--- config.mk ---
export PLATFORM = sky130hd
export DESIGN_NAME = multicycle_control
export DESIGN_NICKNAME = d
export VERILOG_FILES = /design/src/rtl/mips_pkg.sv /design/src/rtl/mem_wait_timer.sv /design/src/rtl/multicycle_control.sv
export SDC_FILE = /design/constraint.sdc
export NUM_CORES = 1
export LEC_CHECK = 0
export BUFFER_PORTS_ARGS = -buffer_cell sky130_fd_sc_hd__clkbuf_2
export CAP_MARGIN = 20
export CORE_UTILIZATION = 45
export CTS_CLUSTER_DIAMETER = 60
export DETAILED_ROUTE_END_ITERATION = 10
export HOLD_SLACK_MARGIN = 0.1
export PLACE_DENSITY = 0.74
export SYNTH_ARGS = -nofsm -noshare
export SYNTH_HDL_FRONTEND = slang
export SYNTH_SLANG_ARGS = --single-unit
--- constraint.sdc ---
create_clock -name clk -period 2.8 [get_ports clk]
set_input_delay 0.28 -clock clk [delete_from_list [all_inputs] [get_ports clk]]
set_output_delay 0.28 -clock clk [all_outputs]
set_load 0.005 [all_outputs]
--- src/rtl/mips_pkg.sv ---
// Shared encodings for the multicycle MIPS control unit: states, opcodes,
// datapath mux selects and the bundled control-word type.
package mips_pkg;

  typedef enum logic [3:0] {
    StFetch   = 4'd0,
    StDecode  = 4'd1,
    StMemAdr  = 4'd2,
    StMemRd   = 4'd3,
    StMemWb   = 4'd4,
    StMemWr   = 4'd5,
    StExec    = 4'd6,
    StAluWb   = 4'd7,
    StBranch  = 4'd8,
    StAddiEx  = 4'd9,
    StAddiWb  = 4'd10,
    StJump    = 4'd11
  } state_e;

  localparam logic [5:0] OpRType = 6'h00;
  localparam logic [5:0] OpAddi  = 6'h08;
  localparam logic [5:0] OpBeq   = 6'h04;
  localparam logic [5:0] OpBne   = 6'h05;
  localparam logic [5:0] OpLw    = 6'h23;
  localparam logic [5:0] OpSw    = 6'h2B;
  localparam logic [5:0] OpJ     = 6'h02;

  localparam logic [1:0] AluAdd   = 2'b00;
  localparam logic [1:0] AluSub   = 2'b01;
  localparam logic [1:0] AluFunct = 2'b10;

  localparam logic [1:0] SrcBReg   = 2'b00;
  localparam logic [1:0] SrcBFour  = 2'b01;
  localparam logic [1:0] SrcBImm   = 2'b10;
  localparam logic [1:0] SrcBImmSh = 2'b11;

  localparam logic [1:0] PcAlu    = 2'b00;
  localparam logic [1:0] PcAluOut = 2'b01;
  localparam logic [1:0] PcJump   = 2'b10;

  typedef struct packed {
    logic       pc_write;
    logic       pc_write_beq;
    logic       pc_write_bne;
    logic       iord;
    logic       mem_read;
    logic       mem_write;
    logic       ir_write;
    logic       mem_to_reg;
    logic       reg_dest;
    logic       reg_write;
    logic       alu_src_a;
    logic [1:0] alu_src_b;
    logic [1:0] alu_op;
    logic [1:0] pc_src;
    logic       illegal_op;
    logic       mem_fault;
  } ctrl_t;

  function automatic logic op_legal(input logic [5:0] op, input logic bne_en);
    case (op)
      OpRType, OpAddi, OpBeq, OpLw, OpSw, OpJ: op_legal = 1'b1;
      OpBne:                                   op_legal = bne_en;
      default:                                 op_legal = 1'b0;
    endcase
  endfunction

endpackage

--- src/rtl/mem_wait_timer.sv ---
// Wait-cycle counter for memory states; restarts from zero whenever the FSM
// is not holding in a memory state, so every state entry starts a fresh count.
module mem_wait_timer #(
  parameter int unsigned TIMEOUT = 15
) (
  input  logic clk,
  input  logic rst_n,
  input  logic hold,
  output logic timeout
);

  localparam logic [7:0] Limit = 8'(TIMEOUT);

  logic [7:0] count_q, count_d;

  assign count_d = hold ? count_q + 8'd1 : 8'd0;
  assign timeout = (count_q == Limit);

  always_ff @(posedge clk or negedge rst_n) begin
    if (!rst_n) begin
      count_q <= 8'd0;
    end else begin
      count_q <= count_d;
    end
  end

endmodule

--- src/rtl/multicycle_control.sv ---
// Multicycle MIPS control FSM: one state register, combinational next-state and
// control-word decode, plus a memory wait timer that aborts stalled accesses.
module multicycle_control
  import mips_pkg::*;
#(
  parameter int unsigned MEM_HANDSHAKE = 1,
  parameter int unsigned MEM_TIMEOUT   = 15,
  parameter int unsigned ENABLE_BNE    = 1
) (
  input  logic       clk,
  input  logic       rst_n,
  input  logic [5:0] opcode,
  input  logic       mem_ready,
  output logic       pc_write,
  output logic       pc_write_beq,
  output logic       pc_write_bne,
  output logic       iord,
  output logic       mem_read,
  output logic       mem_write,
  output logic       ir_write,
  output logic       mem_to_reg,
  output logic       reg_dest,
  output logic       reg_write,
  output logic       alu_src_a,
  output logic [1:0] alu_src_b,
  output logic [1:0] alu_op,
  output logic [1:0] pc_src,
  output logic [3:0] state,
  output logic       illegal_op,
  output logic       mem_fault
);

  state_e state_q, state_d;
  ctrl_t  ctrl;
  logic   mem_state, mem_done, timeout, hold, bne_en;

  assign bne_en    = (ENABLE_BNE != 0);
  assign mem_state = state_q inside {StFetch, StMemRd, StMemWr};
  assign mem_done  = (MEM_HANDSHAKE == 0) || mem_ready;
  // mem_done wins over timeout so a late-but-in-time access still completes.
  assign hold      = mem_state && !mem_done && !timeout;

  mem_wait_timer #(
    .TIMEOUT(MEM_TIMEOUT)
  ) u_mem_wait_timer (
    .clk    (clk),
    .rst_n  (rst_n),
    .hold   (hold),
    .timeout(timeout)
  );

  always_ff @(posedge clk or negedge rst_n) begin
    if (!rst_n) begin
      state_q <= StFetch;
    end else begin
      state_q <= state_d;
    end
  end

  always_comb begin
    state_d = state_q;
    case (state_q)
      StFetch: begin
        if (mem_done) state_d = StDecode;
      end
      StDecode: begin
        case (opcode)
          OpLw, OpSw: state_d = StMemAdr;
          OpRType:    state_d = StExec;
          OpBeq:      state_d = StBranch;
          OpBne:      state_d = bne_en ? StBranch : StFetch;
          OpAddi:     state_d = StAddiEx;
          OpJ:        state_d = StJump;
          default:    state_d = StFetch;
        endcase
      end
      StMemAdr: state_d = (opcode == OpLw) ? StMemRd : StMemWr;
      StMemRd: begin
        if (mem_done)     state_d = StMemWb;
        else if (timeout) state_d = StFetch;
      end
      StMemWr: begin
        if (mem_done || timeout) state_d = StFetch;
      end
      StExec:   state_d = StAluWb;
      StAddiEx: state_d = StAddiWb;
      default:  state_d = StFetch;
    endcase
  end

  always_comb begin
    ctrl = '0;
    case (state_q)
      StFetch: begin
        ctrl.mem_read  = 1'b1;
        ctrl.alu_src_b = SrcBFour;
        ctrl.ir_write  = mem_done;
        ctrl.pc_write  = mem_done;
      end
      StDecode: begin
        ctrl.alu_src_b  = SrcBImmSh;
        ctrl.illegal_op = !op_legal(opcode, bne_en);
      end
      StMemAdr, StAddiEx: begin
        ctrl.alu_src_a = 1'b1;
        ctrl.alu_src_b = SrcBImm;
      end
      StMemRd: begin
        ctrl.mem_read = 1'b1;
        ctrl.iord     = 1'b1;
      end
      StMemWr: begin
        ctrl.mem_write = 1'b1;
        ctrl.iord      = 1'b1;
      end
      StMemWb: begin
        ctrl.reg_write  = 1'b1;
        ctrl.mem_to_reg = 1'b1;
      end
      StExec: begin
        ctrl.alu_src_a = 1'b1;
        ctrl.alu_op    = AluFunct;
      end
      StAluWb: begin
        ctrl.reg_write = 1'b1;
        ctrl.reg_dest  = 1'b1;
      end
      StAddiWb: ctrl.reg_write = 1'b1;
      StBranch: begin
        ctrl.alu_src_a    = 1'b1;
        ctrl.alu_op       = AluSub;
        ctrl.pc_src       = PcAluOut;
        ctrl.pc_write_beq = (opcode == OpBeq);
        ctrl.pc_write_bne = (opcode == OpBne) && bne_en;
      end
      StJump: begin
        ctrl.pc_write = 1'b1;
        ctrl.pc_src   = PcJump;
      end
      default: ctrl = '0;
    endcase
    ctrl.mem_fault = mem_state && !mem_done && timeout;
    // Nothing may strobe while reset is held, even mid-instruction.
    if (!rst_n) ctrl = '0;
  end

  assign pc_write     = ctrl.pc_write;
  assign pc_write_beq = ctrl.pc_write_beq;
  assign pc_write_bne = ctrl.pc_write_bne;
  assign iord         = ctrl.iord;
  assign mem_read     = ctrl.mem_read;
  assign mem_write    = ctrl.mem_write;
  assign ir_write     = ctrl.ir_write;
  assign mem_to_reg   = ctrl.mem_to_reg;
  assign reg_dest     = ctrl.reg_dest;
  assign reg_write    = ctrl.reg_write;
  assign alu_src_a    = ctrl.alu_src_a;
  assign alu_src_b    = ctrl.alu_src_b;
  assign alu_op       = ctrl.alu_op;
  assign pc_src       = ctrl.pc_src;
  assign illegal_op   = ctrl.illegal_op;
  assign mem_fault    = ctrl.mem_fault;
  assign state        = state_q;

endmodule

**After elaboration in Yosys (flattened, before gate mapping)**

Cells that the tools add are included.

- Output and inout bits: 23
- Input bits: 9
- Flip-flop bits (word level): 12

- Add/sub/neg operators: 1
- Reductions and logical operators: 19
- Eq/ne operators: 21
- Multiplexer cells: 25

Operators by type and width:

| operator | count |
|---|---|
| one-hot mux 4 bit (7 select lines) | 1 |
| one-hot mux 4 bit (5 select lines) | 1 |
| 2-to-1 mux 19 bit | 1 |
| == test 4 x 3 -> 1 bit (second input constant) | 4 |
| == test 4 bit (second input constant) | 4 |
| 2-to-1 mux 4 bit | 4 |
| == test 6 x 3 -> 1 bit (second input constant) | 2 |
| == test 6 bit (second input constant) | 2 |
| 2-to-1 mux 1 bit | 11 |
| OR reduction 2 bit | 5 |
| adder 8 x 1 -> 8 bit (second input constant) | 1 |
| == test 4 x 2 -> 1 bit (second input constant) | 2 |
| == test 8 x 4 -> 1 bit (second input constant) | 1 |
| 2-to-1 mux 8 bit | 1 |
| one-hot mux 2 bit (2 select lines) | 2 |
| OR reduction 7 bit | 1 |
| == test 6 x 2 -> 1 bit (second input constant) | 1 |
| == test 6 x 4 -> 1 bit (second input constant) | 1 |
| logical NOT 6 bit | 1 |
| one-hot mux 2 bit (3 select lines) | 1 |
| == test 4 x 1 -> 1 bit (second input constant) | 1 |
| logical NOT 4 bit | 1 |
| OR reduction 4 bit | 1 |
| logical AND 1 bit | 3 |
| other kinds (11) | 13 |

**Depth between registers and ports, before layout**

Gate-level depths: netlist (run 1).

- Word-level depth: 7
- Depth in mapped cells: 6
- Gate-level depth less buffers: 5

**Modules after synthesis**

Synthesis (run 1) repeated with hierarchy kept, for this count alone.

- Cells, all modules: 118
- Area total of the unflattened synthesis: 1047.3 µm²

By module, submodules not included:

| module | instances | cells an instance | sequential area each (µm²) | area an instance (µm²) |
|---|---|---|---|---|
| multicycle_control | 1 | 84 | 100.1 | 680.7 |
| mem_wait_timer | 1 | 34 | 200.2 | 366.6 |

**Least setup slack after synthesis (run 1)**

No wires, ideal clock.

- Path type: register to output
- Start point: reg state_q[3], in the netlist state[3]
- End point: out pc_write
- Data arrival time: 1.334 ns
- Path buffers: 1
- Required time: 2.520 ns
- Slack: 1.186 ns
- Cell stages (with the launch flop): 6
- Path through: dfrtp_1 > buf_2 > nor2_2 > and3_1 > nor3b_1 > or2_1

- Word-level cells in the longest chain between the ends: 3
- Elaborated cells between the ends (all ways): 4
- Those cells by class: eq/ne (1); mux (2); reduce/logical (1)

RTL lines:

| what | RTL line | source |
|---|---|---|
| start, declared | multicycle_control.sv:33 | `state_e state_q, state_d;` |
| start signal, assigned | multicycle_control.sv:54 | `state_q <= StFetch;` |
| start signal, assigned | multicycle_control.sv:56 | `state_q <= state_d;` |
| == test 4 bit or logical NOT 4 bit (tied branches) | multicycle_control.sv:93 | `case (state_q)` |
| one-hot mux 1 bit (2 select lines) * | multicycle_control.sv:93 |  |
| 2-to-1 mux 19 bit * | multicycle_control.sv:144 | `if (!rst_n) ctrl = '0;` |
| end, declared | multicycle_control.sv:14 | `output logic pc_write,` |

Every way passes the cells marked *; elsewhere a longest branch is shown, timed or not.

**Final worst setup path (run 1)**

- Start point: in rst_n
- End point: out pc_write

- Word-level cells in the longest chain between the ends: 1

RTL lines:

| what | RTL line | source |
|---|---|---|
| start, declared | multicycle_control.sv:11 | `input logic rst_n,` |
| 2-to-1 mux 19 bit | multicycle_control.sv:144 |  |

Every way passes these cells.

==> results of run 1 <==
## per-layer routing
layer	GRT usage, %	vias up	wire length, um
li1	-	477	-
met5	0	-	0
met3	7.31	0	114
met4	4.57	0	0
met1	29.1	443	964
met2	28.9	25	990
## layout by cell type, fill, tap and decap left out, types with 2 or more instances in the layout
cell type	netlist	layout
clkbuf_2	0	31
nor2_1	20	20
dfrtp_1	12	12
nand2_1	11	11
nor3_1	6	6
nand3_1	5	5
inv_1	5	5
nor3b_1	4	4
o21ai_0	4	4
a21oi_1	4	4
xnor2_1	4	4
xor2_1	3	3
nor2b_1	3	3
clkbuf_4	0	3
nor2_2	2	2
a22oi_1	2	2
or4_1	2	2
or2_1	2	2
and2_1	2	2
and4_1	2	2
nand2b_1	2	2
## synthesized netlist by cell type (all sizes together) (4+ instances only)
library cell   n  share of area, %
dfrtp         12                33
nand2         11               4.5
o21ai          5               2.7
nor3           6               3.3
nor3b          4               3.3
nand3          5               2.7
a21oi          4               2.2
inv            5               2.0
nor2          22               9.6
xnor2          4               3.8
## through the flow
step,instances,worst slack [ns],util [%],area [um^2],hold slack [ns]
3_5_place_dp,169,0.983,59.4,1080,0.234
5_1_grt,173,0.302,61.2,1110,0.449
3_3_place_gp,169,1.00,59.4,1080,0.232
4_1_cts,173,0.545,61.2,1110,0.415
2_1_floorplan,118,1.19,-,916,-0.0156
6_report,173,0.555,61.2,1110,0.423
## final cells by class
type                       instances  share of cell area, %
multi-input combinational         96                   51.7
sequential                        12                   27.0
clock buffer                       3                   2.02
timing repair buffer              32                   14.8
inverter                           5                   1.69
tap                               25                   2.81
## flip-flops by register name, summed over array words and instances, names as in the netlist
register                  cells
u_mem_wait_timer.count_q      8
state                         4
## worst reg2reg max path, stage by stage (launching register included)
cell and delay, ns:
dfrtp_1 0.55, nor3_1 0.31, a22oi_1 0.17, or2_1 0.36, a22oi_1 0.20
## worst paths after layout
check,start,endpoint,slack (ns),depth (start not counted)
min in group asynchronous,rst_n,u_mem_wait_timer.count_q[6]$_DFF_PN0_,0.48,2
max,rst_n,pc_write,0.55,6
min,mem_ready,state[2]$_DFFE_PN0P_,0.42,3
max in group asynchronous,rst_n,state[1]$_DFFE_PN0P_,2.02,2
max reg2reg,state[0]$_DFFE_PN0P_,state[0]$_DFFE_PN0P_,1.12,4
min reg2reg,u_mem_wait_timer.count_q[0]$_DFF_PN0_,u_mem_wait_timer.count_q[0]$_DFF_PN0_,0.47,1
## power by group through the flow
stage                     sequential, mW  combinational (mW)  clock (mW)
after detailed placement           0.290               0.349           0
after global placement             0.287               0.345           0
final                              0.287               0.349       0.100
after floorplan                    0.239               0.279           0
after global routing               0.294               0.395       0.113
after CTS                          0.286               0.352       0.105
## cell families after synthesis
logic type / share of synthesized area, %
simple gates: 38.3
compound gates: 16.5
flops: 32.8
buf+inv: 4.37
xor+xnor: 6.69
fa+ha+maj: 1.37
## timing repair
item                       in CTS  in global routing
hold buffers                    1                  0
setup endpoints to repair       0                  0
hold endpoints to repair       12                  0
==> summary.md, run 1 <==
| Metric | Value |
|---|---|
| Max clock buf depth | `2` |
| Postcts setup bufs | `0` |
| Die X-Extent | `47.1 um` |
| Total Wirelength | `2070 um` |
| Total Power | `0.735 mW` |
| Post-Synthesis Cell Area | `916 um^2` |
| Post-route DRC | `0` |
| Post-synthesis register bit count | `12` |
| Flop pwr share | `39.0%` |
| TritonCTS buffer count | `3` |
| Fmax achieved | `445 MHz` |
| Delay-heaviest family, CP | `buffers and inverters` |
| YS warnings | `0` |
| Clock Tree Root | `clkbuf_4` |
| Vias per cell | `5.46` |
| CP Cell Sequence | `dlygate4sd3_1, clkbuf_2, and3_1, nor3b_1, or2_1, clkbuf_2` |
| Clk pin slew, worst setup/hold paths | `0.06 ns` |
| Yosys cell types | `39` |
| Total grt overflow | `0` |
| Slowest library cell on the worst path | `dlygate4sd3_1` |
| Nets@finish | `160` |
| Post-synth top flop | `dfrtp_1` |
| Height of the die | `47.1 um` |
| RSZ-0062 raised after global routing | `false` |
| Antenna violations before repair | `0` |
| Final Hold Fails | `0` |
| Post-synthesis sequential area ratio | `32.8%` |
| # resized after CTS | `0` |
| Vias | `945` |
| Layout cell share with drive strength beyond 1 | `27.0%` |
| Clk_lat worst skew | `0.27 ns` |
| Post-Syn Instances | `118` |
| Async SR Flop Fraction | `100%` |
| Number of I/O port buffers | `31` |
| Setup TNS Final | `0 ns` |
| Worst setup EP type | `output pin` |
| Wirelength per Cell | `12.0 um` |
| EDFF count, synth | `0` |
| Critical path's most frequent cell | `clkbuf_2` |
| Core area | `1820 um^2` |
| CP max stage delay | `0.52 ns` |
| Worst-margin pin slew | `0.478 ns` |
| Post-DP HPWL | `1600 um` |
| Area of the multi-input gates | `576 um^2` |
| Crit path DAT | `1.97 ns` |
| Clk pwr share | `13.6%` |
| First-pass GRT wire length | `3110 um` |
| Worst clock skew | `0.00397 ns` |
| Final GP Congestion | `0.845` |
| Largest net degree at the start of global routing | `22` |
| Cell area power density | `660 nW/um^2` |
| TritonCTS clock tree | `done` |
| Comb pwr share | `47.4%` |
| CP Data Required Time | `2.52 ns` |
| Status | `completed` |
| Sw Share | `43.9%` |
| Bufs and invs on worst path | `3` |
| Startpoint Class | `primary input` |
| Min cycle time layout | `2.25 ns` |
| Inserted Diodes | `0` |
| Max-Cap Viols | `0` |
| Total GRT Usage | `20.2%` |
| Switching power total | `0.323 mW` |
| FP Rows | `15` |
| FF/Latch Area | `300 um^2` |
| Syn Nets | `128` |
| Max IR drop VDD | `0.383 mV` |
| Layout area overhead | `21.6%` |
| Slew margin rel. | `68.2%` |
| Filler Cells Inserted | `169` |
| Crit path max fanout | `21` |
| Num ports | `32` |
| Leak | `0.515 nW` |
| Initial Utilization | `50.3%` |
| Final period utilization | `80.2%` |
| # setup viols final | `0` |
| Drt pass-1 iters | `4` |
| Final ANT Viol Nets | `0` |
| Slew Viols, Final | `0` |
| Internal power | `0.412 mW` |
| Via count of the first global-routing pass | `709` |
| WS Path Type | `primary input to output pin` |
| Iter 0 DRT Violations | `20` |
| Full die area | `2220 um^2` |
| Avg Inst Size Synth | `7.76 um^2` |
| Sink Count | `12` |
| H-tree lvl count | `1` |
| Hold WC Path Type | `primary input to flop` |
Power figures use the tool's default switching activity.
==> inputs of run 2 (changes only) <==
--- a/config.mk
+++ b/config.mk
@@ -7,11 +7,11 @@
 export LEC_CHECK = 0
 export BUFFER_PORTS_ARGS = -buffer_cell sky130_fd_sc_hd__clkbuf_2
 export CAP_MARGIN = 20
-export CORE_UTILIZATION = 45
+export CORE_UTILIZATION = 44
 export CTS_CLUSTER_DIAMETER = 60
 export DETAILED_ROUTE_END_ITERATION = 10
 export HOLD_SLACK_MARGIN = 0.1
-export PLACE_DENSITY = 0.74
+export PLACE_DENSITY = 0.76
 export SYNTH_ARGS = -nofsm -noshare
 export SYNTH_HDL_FRONTEND = slang
 export SYNTH_SLANG_ARGS = --single-unit
==> constraint.sdc (replaced) <==
create_clock -name clk -period 1.9 [get_ports clk]
set_input_delay 0.19 -clock clk [delete_from_list [all_inputs] [get_ports clk]]
set_output_delay 0.19 -clock clk [all_outputs]
set_load 0.005 [all_outputs]
==> run 2 against run 1 <==
Compared with the run above:
- flip-flop and latch count unchanged
- sequential power increased by 38%
- critical path depth unchanged
- worst hold slack worse by 0.10 ns
- utilization rose by 3.0 points
- count of clock-buffer cells in the layout rose by 1
- die area up 2.2%
- first-iteration DRC count rose by 25%
- clock power up 100%
- routed wire length grew 16%
- clock skew barely moved
- via count up 7.0%
- largest power group unchanged
- highest routed layer unchanged
==> summary.md, run 2 (synthesis results as in run 1) <==
| Metric | Value |
|---|---|
| Status | `completed` |
| Worst-margin pin slew | `0.463 ns` |
| Post-Place Cell Area | `1110 um^2` |
| Antenna violations before repair | `0` |
| WS Path Type | `primary input to output pin` |
| Leak | `0.598 nW` |
| Max-Cap Viols | `0` |
| Inserted Diodes | `0` |
| Fmax achieved | `549 MHz` |
| Slew Viols, Final | `0` |
| Worst clock skew | `0.00358 ns` |
| Total Wirelength | `2390 um` |
| Final setup margin | `0.0775 ns` |
| Core area | `1960 um^2` |
| FP Rows | `16` |
| Placed Cells | `175` |
| Crit path max fanout | `11` |
| Iter 0 DRT Violations | `25` |
| Final Hold Fails | `0` |
| Number of flip-flops in the largest register | `8` |
| Wirelength per Cell | `12.7 um` |
| Post-DP HPWL | `1710 um` |
| Hold WC Path Type | `primary input to flop` |
| Startpoint Class | `primary input` |
| Total grt overflow | `0` |
| Initial Utilization | `46.7%` |
| Die X-Extent | `47.6 um` |
| Min cycle time layout | `1.82 ns` |
| Total GRT Usage | `22.1%` |
| Total Power | `1.26 mW` |
| Largest net degree at the start of global routing | `15` |
| Num ports | `32` |
| Vias per cell | `5.35` |
| Final period utilization | `95.9%` |
| Worst hold slack | `0.319 ns` |
| Crit path DAT | `1.63 ns` |
| Drt pass-1 iters | `4` |
| Full die area | `2270 um^2` |
| Dpl ws | `0.216 ns` |
| TritonCTS buffer count | `3` |
| Most common cell after layout, fill and taps aside | `clkbuf_2` |
| Height of the die | `47.6 um` |
| Layout cell share with drive strength beyond 1 | `35.2%` |
| Sink Count | `12` |
| H-tree lvl count | `1` |
| Nets@finish | `173` |
| First-pass GRT wire length | `3490 um` |
| RSZ-0062 raised after global routing | `true` |
| Slew margin rel. | `68.8%` |
| Setup TNS Final | `0 ns` |
| Final core occ | `64.2%` |
| Worst setup EP type | `output pin` |
| Clock Tree Root | `clkbuf_4` |
| Vias | `1,011` |
| Number of I/O port buffers | `31` |
| Max clock buf depth | `2` |
| CP max stage delay | `0.60 ns` |
| Via count of the first global-routing pass | `777` |
| Clk_lat worst skew | `0.27 ns` |
| Layout area overhead | `37.4%` |
| Cell area power density | `999 nW/um^2` |
| Final Non-Filler Cells | `189` |
| CP Cell Sequence | `dlymetal6s4s_1, buf_6, dlygate4sd3_1, buf_4, nor3b_1, clkbuf_2` |
| Final ANT Viol Nets | `0` |
| Most flop-heavy register | `u_mem_wait_timer.count_q` |
| Commonest non-fill, non-tap cells in the layout | `clkbuf_2, nor2_1, nand2_1, buf_4, dfrtp_1` |
| Clk pin slew, worst setup/hold paths | `0.07 ns` |
| # setup viols final | `0` |
| Final GP Congestion | `0.808` |
| CP Data Required Time | `1.71 ns` |
| Final instance area | `1260 um^2` |
| TritonCTS clock tree | `done` |
| Slowest library cell on the worst path | `dlygate4sd3_1` |
| Max IR drop VDD | `0.541 mV` |
| Post-route DRC | `0` |
run 2: cell count changes in the layout (fill, tap and decap cells not counted), moves of 2 or more:
cell	previous run	this run
clkbuf_2	31	29
dfrtp_1	12	10
buf_4	0	11
dfrtp_2	0	2
buf_6	0	2
run 2: power by group:
| group | internal (mW) | switching, mW |
|---|---|---|
| Combinational | 0.313 | 0.349 |
| Sequential | 0.302 | 0.0954 |
| Clock | 0.116 | 0.0834 |
run 2: area by class of cell:
type,instances,area [um^2]
Multi-Input combinational cell,96,589
Fill cell,181,703
Sequential cell,12,303
Inverter,5,18.8
Tap cell,27,33.8
Clock buffer,4,36.3
Timing Repair Buffer,45,278
run 2: worst max-delay path: cells and delay by family:
family	cells	cell delay, ns
buffers and inverters	5	1.25
and+or+nand+nor	1	0.20
run 2: final timing paths:
kind / start / endpoint / slack, ns / depth (start not counted)
worst max-delay path: rst_n / alu_src_b[1] / 0.08 / 6
worst min-delay path: mem_ready / state[2]$_DFFE_PN0P_ / 0.32 / 3
worst max register to register: u_mem_wait_timer.count_q[4]$_DFF_PN0_ / state[0]$_DFFE_PN0P_ / 0.12 / 6
worst min register to register: u_mem_wait_timer.count_q[0]$_DFF_PN0_ / u_mem_wait_timer.count_q[0]$_DFF_PN0_ / 0.49 / 1
max in group asynchronous: rst_n / state[1]$_DFFE_PN0P_ / 1.08 / 4
min in group asynchronous: rst_n / state[0]$_DFFE_PN0P_ / 0.65 / 4
run 2: per-layer routing:
layer / global-route usage (%) / vias up / wire, um
met5: 0 / - / 0
met4: 3.33 / 0 / 0
met3: 6.79 / 0 / 117
met2: 32.3 / 36 / 1070
met1: 32.6 / 467 / 1200
li1: - / 508 / -
run 2: what timing repair did:
item,4_1_cts,5_1_grt
gates resized for setup,2,10
buffers inserted,1,7
hold buffers,1,1
endpoints found under the setup margin,3,7
hold endpoints to repair,12,12
pin swaps,1,4
